**config.mk**
```make
export PLATFORM = sky130hd
export DESIGN_NAME = writeback_regfile_flat
export DESIGN_NICKNAME = d
export VERILOG_FILES = /design/src/rtl/writeback_regfile_pkg.sv /design/src/rtl/writeback_regfile_if.sv /design/src/rtl/writeback_regfile_read_port.sv /design/src/rtl/writeback_regfile.sv /design/src/flat_wrapper.sv
export SDC_FILE = /design/constraint.sdc
export NUM_CORES = 1
export LEC_CHECK = 0
export BUFFER_PORTS_ARGS = -buffer_cell sky130_fd_sc_hd__buf_2
export CAP_MARGIN = 20
export CORE_ASPECT_RATIO = 0.9
export CORE_MARGIN = 4
export CORE_UTILIZATION = 58
export CTS_CLUSTER_SIZE = 20
export DETAILED_ROUTE_END_ITERATION = 10
export PLACE_DENSITY = 0.75
export SYNTH_ARGS = -nofsm -noshare
export SYNTH_HDL_FRONTEND = slang
export SYNTH_SLANG_ARGS = --single-unit
```
**constraint.sdc**
```tcl
create_clock -name clock -period 4.7 [get_ports clock]
set_clock_uncertainty 0.05 [all_clocks]
set_input_delay 0.235 -clock clock [delete_from_list [all_inputs] [get_ports clock]]
set_output_delay 0.235 -clock clock [all_outputs]
set_load 0.02 [all_outputs]
```
**src/rtl/writeback_regfile_pkg.sv**
```systemverilog
// Shared definitions for the writeback register file: FSM encoding,
// register-index width, register count and the stack-pointer index.
package writeback_regfile_pkg;

  typedef enum logic {
    CLEAR = 1'b0,
    READY = 1'b1
  } rf_state_e;

  localparam int REG_IDX_W = 5;
  localparam int REG_COUNT = 32;
  localparam int SP_IDX    = 2;

endpackage

```
**src/rtl/writeback_regfile_if.sv**
```systemverilog
// Writeback/decode side bundle of the register file: one write port from
// writeback, two read ports to decode and the init_busy hold indication.
interface writeback_regfile_if
  import writeback_regfile_pkg::*;
#(
  parameter int DATA_WIDTH = 32
);

  logic                  write;
  logic [REG_IDX_W-1:0]  write_reg;
  logic [DATA_WIDTH-1:0] write_data;
  logic [REG_IDX_W-1:0]  read_sel1;
  logic [REG_IDX_W-1:0]  read_sel2;
  logic [DATA_WIDTH-1:0] read_data1;
  logic [DATA_WIDTH-1:0] read_data2;
  logic                  init_busy;

  modport master (
    output write, write_reg, write_data, read_sel1, read_sel2,
    input  read_data1, read_data2, init_busy
  );

  modport slave (
    input  write, write_reg, write_data, read_sel1, read_sel2,
    output read_data1, read_data2, init_busy
  );

endinterface

```
**src/rtl/writeback_regfile_read_port.sv**
```systemverilog
// One combinational read port: forces x0 and the CLEAR state to zero and,
// when REGFILE_BYPASS_EN is defined, forwards a same-cycle write.
module regfile_read_port
  import writeback_regfile_pkg::*;
#(
  parameter int DATA_WIDTH = 32
) (
  input  logic [DATA_WIDTH-1:0] i_stored,
  input  logic [REG_IDX_W-1:0]  i_sel,
  input  rf_state_e             i_state,
  input  logic                  i_write,
  input  logic [REG_IDX_W-1:0]  i_write_reg,
  input  logic [DATA_WIDTH-1:0] i_write_data,
  output logic [DATA_WIDTH-1:0] o_data
);

`ifdef REGFILE_BYPASS_EN
  localparam bit BYPASS_EN = 1'b1;
`else
  localparam bit BYPASS_EN = 1'b0;
`endif

  logic w_fwd;

  assign w_fwd = BYPASS_EN && i_write && (i_write_reg != '0) && (i_write_reg == i_sel);

  always_comb begin
    o_data = '0;
    if (i_state == READY && i_sel != '0) begin
      o_data = w_fwd ? i_write_data : i_stored;
    end
  end

endmodule

```
**src/rtl/writeback_regfile.sv**
```systemverilog
// Integer register file fed by writeback; an initialisation walk after each
// reset zeroes x1..x31 and loads x2 with SP_INIT. Optional macro: REGFILE_BYPASS_EN.
module writeback_regfile
  import writeback_regfile_pkg::*;
#(
  parameter int                    CORE             = 0,
  parameter int                    DATA_WIDTH       = 32,
  parameter logic [DATA_WIDTH-1:0] SP_INIT          = 32'h0000_3FF0,
  parameter int                    PRINT_CYCLES_MIN = 1,
  parameter int                    PRINT_CYCLES_MAX = 1000
) (
  input  logic                clock,
  input  logic                reset,
  input  logic                report,
  writeback_regfile_if.slave  wb
);

  localparam logic [REG_IDX_W-1:0] LAST_IDX = REG_IDX_W'(REG_COUNT - 1);
  localparam logic [REG_IDX_W-1:0] SP_SEL   = REG_IDX_W'(SP_IDX);
  localparam logic [31:0]          CYC_MIN  = 32'(PRINT_CYCLES_MIN);
  localparam logic [31:0]          CYC_MAX  = 32'(PRINT_CYCLES_MAX);

  rf_state_e             r_state;
  logic [REG_IDX_W-1:0]  r_idx;
  logic [31:0]           r_cycles;
  logic [DATA_WIDTH-1:0] r_regs [REG_COUNT];

  // Control: walk index, state and cycle counter
  always_ff @(posedge clock) begin
    if (reset) begin
      r_state  <= CLEAR;
      r_idx    <= REG_IDX_W'(1);
      r_cycles <= '0;
    end else begin
      r_cycles <= r_cycles + 32'd1;
      if (r_state == CLEAR) begin
        if (r_idx == LAST_IDX) r_state <= READY;
        else                   r_idx   <= r_idx + REG_IDX_W'(1);
      end
    end
  end

  // Storage is left untouched while reset is high; writes during CLEAR are dropped
  always_ff @(posedge clock) begin
    if (!reset) begin
      if (r_state == CLEAR) begin
        r_regs[r_idx] <= (r_idx == SP_SEL) ? SP_INIT : '0;
      end else if (wb.write && wb.write_reg != '0) begin
        r_regs[wb.write_reg] <= wb.write_data;
      end
    end
  end

  assign wb.init_busy = reset | (r_state == CLEAR);

  regfile_read_port #(.DATA_WIDTH(DATA_WIDTH)) u_rd1 (
    .i_stored     (r_regs[wb.read_sel1]),
    .i_sel        (wb.read_sel1),
    .i_state      (r_state),
    .i_write      (wb.write),
    .i_write_reg  (wb.write_reg),
    .i_write_data (wb.write_data),
    .o_data       (wb.read_data1)
  );

  regfile_read_port #(.DATA_WIDTH(DATA_WIDTH)) u_rd2 (
    .i_stored     (r_regs[wb.read_sel2]),
    .i_sel        (wb.read_sel2),
    .i_state      (r_state),
    .i_write      (wb.write),
    .i_write_reg  (wb.write_reg),
    .i_write_data (wb.write_data),
    .o_data       (wb.read_data2)
  );

`ifndef SYNTHESIS
  always_ff @(posedge clock) begin
    if (report && r_cycles >= CYC_MIN && r_cycles <= CYC_MAX) begin
      $display("[core %0d] cyc=%0d st=%s wr=%b rd=%0d wd=%h | s1=%0d d1=%h s2=%0d d2=%h",
               CORE, r_cycles, r_state.name(), wb.write, wb.write_reg, wb.write_data,
               wb.read_sel1, wb.read_data1, wb.read_sel2, wb.read_data2);
    end
  end
`endif

endmodule

```
**src/flat_wrapper.sv**
```systemverilog
// flat-port wrapper written by rule: the top's interface ports become plain ports
module writeback_regfile_flat import writeback_regfile_pkg::*;
#(
  parameter int                    CORE             = 0,
  parameter int                    DATA_WIDTH       = 32,
  parameter logic [DATA_WIDTH-1:0] SP_INIT          = 32'h0000_3FF0,
  parameter int                    PRINT_CYCLES_MIN = 1,
  parameter int                    PRINT_CYCLES_MAX = 1000
)
  (clock, reset, report, wb_write, wb_write_reg, wb_write_data, wb_read_sel1, wb_read_sel2, wb_read_data1, wb_read_data2, wb_init_busy);
  writeback_regfile_if #(.DATA_WIDTH(DATA_WIDTH)) wb_i ();
  input  logic clock;
  input  logic reset;
  input  logic report;
  input wire logic [$bits(wb_i.write)-1:0] wb_write;
  input wire logic [$bits(wb_i.write_reg)-1:0] wb_write_reg;
  input wire logic [$bits(wb_i.write_data)-1:0] wb_write_data;
  input wire logic [$bits(wb_i.read_sel1)-1:0] wb_read_sel1;
  input wire logic [$bits(wb_i.read_sel2)-1:0] wb_read_sel2;
  output wire logic [$bits(wb_i.read_data1)-1:0] wb_read_data1;
  output wire logic [$bits(wb_i.read_data2)-1:0] wb_read_data2;
  output wire logic [$bits(wb_i.init_busy)-1:0] wb_init_busy;
  assign wb_i.write = wb_write;
  assign wb_i.write_reg = wb_write_reg;
  assign wb_i.write_data = wb_write_data;
  assign wb_i.read_sel1 = wb_read_sel1;
  assign wb_i.read_sel2 = wb_read_sel2;
  assign wb_read_data1 = wb_i.read_data1;
  assign wb_read_data2 = wb_i.read_data2;
  assign wb_init_busy = wb_i.init_busy;
  writeback_regfile #(.CORE(CORE), .DATA_WIDTH(DATA_WIDTH), .SP_INIT(SP_INIT), .PRINT_CYCLES_MIN(PRINT_CYCLES_MIN), .PRINT_CYCLES_MAX(PRINT_CYCLES_MAX)) u_core (.clock(clock), .reset(reset), .report(report), .wb(wb_i));
endmodule
```
==> impl.org <==
** GRT
- Largest net degree at the start of global routing :: 101
- All-Layer GR Usage :: 32.7%
- Antenna violations before repair :: 6
- Remaining global-route overflow :: 0
- First-pass GRT wire length :: 203 mm
- Number of global-route vias before repair :: 28400

** Detailed routing
- The pre-antenna-repair detailed-routing pass consisted of 7 iterations.
- M1 wire length :: 50.1 mm
- Avg WL per Cell :: 38.9 um
- The detailed router placed 28100 vias in this run.
- In the detailed route, the total length drawn on met3 is 18.5 mm.
- Final routed DRC violation total :: 0
- Wires add up to 142 mm.
- Dividing the detail-routed via count by the number of cells gives 7.69.
- DRT antenna net count :: 0
- For this block, the initial DRC count from the detailed router was 4177.
- Met2 Wirelength :: 66.2 mm
- Top routing layer in use :: met5

** Yosys
- Summing the sequential cell areas from Yosys gives 64.5% of the chip area.
- Among all flip-flop cells after synthesis, the most frequent one is edfxtp_1.
- Commonest cells post-synth :: edfxtp_1, mux4_2, mux2i_1
- After synthesis, the netlist uses 51 different library cells.
- Counting flops with a built-in enable in the synthesized netlist gives 1024.
- By area the synthesized netlist is led by edfxtp_1, mux4_2, mux2i_1.
- Counting flops with an async set or reset pin after synthesis yields a share of 0%.
- Synthesized flop and latch total :: 1030
- Number of instances in the synthesized netlist :: 2364
- Average cell area after synthesis :: 20.2 um^2
- Mapped Nets :: 2418
- The synthesized netlist occupies a cell area of 0.0479 mm^2.
- After synthesis, the largest area contributor takes up 64.2% of total cell area.
- During synthesis, Yosys emitted a total of 0 warnings.
- In the post-synthesis netlist, the cell with the most instances is edfxtp_1.
- Summed over all instances, the cell type with the most area after synthesis is edfxtp_1.

** Layout
- The finished cells cover 0.0534 mm^2.
- Cell Count, Final, Fillers Out :: 3650
- Cells with a size suffix above 1 make up 34.0% of the layout.
- Area overhead of the layout relative to synthesis :: 11.6%
- Final Net Count :: 2559
- Final Core Density :: 65.6%

** Floorplan
- X dimension of the die :: 311 um
- Number of placement rows :: 99
- Height of the die :: 281 um
- Once the floorplan was initialized, standard cells occupied 58.7% of the core.
- Std-Cell Core Area :: 0.0815 mm^2
- Die Area :: 0.0872 mm^2
- Count of boundary I/O pins :: 116

** Clock network
- Sinks on Clock Net :: 1030
- Maximum clock path buffer count :: 3
- The clock tree synthesis step divided the H-tree into 3 levels.
- The number of setup buffers added after CTS is 0.
- Counting the buffers created by CTS gives 101.
- TritonCTS built the clock tree.
- Clock transition at the register clock pins on the worst setup and hold paths after CTS :: 60 ps
- Count of instances resized after the clock tree is built :: 0
- Clk_lat worst skew :: 660 ps
- Master cell of the clock root buffer :: clkbuf_16

** Power and ir drop
- Power consumption :: 19.5 mW
- Power share of the sequential group :: 52.1%
- Across the VDD grid, the largest voltage drop is 329 uV.
- Power Density :: 365 mW/mm^2
- The clock network burns 41.1% of the power.
- Switch share :: 21.9%
- In this run the static leakage power is 16.7 nW.
- Combinational cells account for 6.8% of the total power.
- For this design the total switching power over the nets is 4.27 mW.
- Internal power comes to 15.2 mW.

** Worst setup path
- STA classifies the critical path endpoint as an output port.
- Dominant delay contributor by cell family on the critical path :: simple AND/OR/NAND/NOR gates
- The critical path crosses 5 cells after its start point.
- Among all stages on the critical path, the largest delay is contributed by or4b_2.
- At the worst endpoint, the arrival time is 3610 ps.
- Together, buffers and inverters on the worst path number 2.
- Crit Path Max Fanout :: 21
- On the worst path, the slowest cell contributes a delay of 1130 ps.
- Data on the critical path is required at its endpoint by 4410 ps.
- Counting cells, the worst reg-to-reg path comes to 5.
- STA classifies the critical path startpoint as a flop.
- The signal on the critical path passes through or4b_2 -> buf_4 -> o22a_1 -> o221ai_1 -> buf_2.
- The critical path in this run is classified as flop to output port.

** Timing
- The max-slew violation count came to 0.
- Peak clock frequency supported by timing :: 0.257 GHz
- Slew HR :: 19.8%
- Total Neg Setup Slack :: 0 ps
- Final setup fails :: 0
- Setup repair after global routing left no endpoint under its margin.
- Worst-Margin Slew :: 1200 ps
- The final count of hold timing violations came to 0.
- Crit share post-route :: 82.8%
- WHS :: 19.8 ps
- Min Tclk post-route :: 3890 ps
- After layout, the worst setup slack is 807 ps.

** Placement
- Number of port buffers :: 114
- After detailed placement, the design holds a cell count of 3453.
- Detailed placement finished with a half-perimeter wire length of 81.6 mm.
- Summing all placed instances gives a cell area of 0.0500 mm^2.
- Before CTS, the worst setup slack after placement is 1270 ps.
- Gp weighted congestion :: 0.853

** Min path
- HP Class :: input pin to flop
- The worst hold path passes through 2 cells.

** Run status
- Result of the run :: finished clean

** Run
- Max capacitance violation total :: 0
registers in the layout, summed over array words and instances (netlist names):
| register | cells |
|---|---|
| u_core.r_state | 1 |
| u_core.r_regs | 1024 |
| u_core.r_idx | 5 |
layout by cell type (no fill, tap or decap), types with 6 or more instances in the layout:
cell type / count
a2111oi_1: 8
clkinv_1: 25
nand2_1: 8
nor2b_1: 6
mux2i_1: 253
nor2_4: 18
buf_12: 18
a31oi_1: 9
a21o_1: 12
bufinv_16: 11
o221ai_1: 61
nor2_1: 13
mux4_2: 454
a211oi_1: 33
o22ai_1: 29
clkbuf_1: 17
buf_2: 107
nor3_2: 16
clkinv_2: 24
buf_4: 94
a22o_1: 52
edfxtp_1: 1024
clkbuf_16: 103
dfxtp_1: 6
o22a_1: 32
a2111oi_0: 20
and2_1: 23
nor3_1: 32
cells by family (layout without fill, tap and decap cells):
logic type	after synthesis	after routing	synth area share, %
buffers and inverters	198	422	2.28
XOR/XNOR	3	3	0.0549
AND/OR/NAND/NOR	144	144	1.60
adder cells (fa/ha/maj)	3	3	0.0784
multiplexers	713	713	26.8
flip-flops	1030	1030	64.5
AO/OA/AOI/OAI	273	273	4.69
other	0	2	0
path summary, 6_finish.rpt:
path | startpoint | endpoint | slack [ps]
setup / recovery | u_core.r_state | wb_read_data2[31] | 810
hold / removal | wb_write_data[30] | u_core.r_regs[7][30] | 20
setup reg to reg | u_core.r_state | u_core.r_regs[5][27] | 1330
hold reg to reg | u_core.r_idx[4] | u_core.r_idx[4] | 520
per-layer routing:
| metal | vias up | track usage, % |
|---|---|---|
| met2 | 2310 | 50.5 |
| li1 | 10700 | - |
| met3 | 418 | 8.83 |
| met5 | - | 0 |
| met1 | 14700 | 44.7 |
| met4 | 4 | 14.4 |
layout make-up:
class | instances | area, um^2
tap | 1060 | 1330
inverter | 4 | 15.0
antenna | 2 | 5.00
fill | 5272 | 28100
multi-input combinational | 1136 | 16200
clock buffer | 119 | 2620
clock inverter | 67 | 622
timing repair buffer | 232 | 1830
sequential | 1030 | 30900
power by group through the flow:
stage,sequential [mW],clock [mW],combinational [mW]
after floorplan,10.3,0,0.912
after global placement,10.3,0,1.28
after detailed placement,10.4,0,1.30
after CTS,10.2,8.07,1.31
after global routing,10.2,8.49,1.38
final,10.2,8.02,1.32
timing repair:
action / 4_1_cts / 5_1_grt
setup endpoints to repair: 0 / 0
hold buffers: 1 / 2
hold endpoints to repair: 6 / 3
Note: power is estimated with default switching activity, not from simulation.
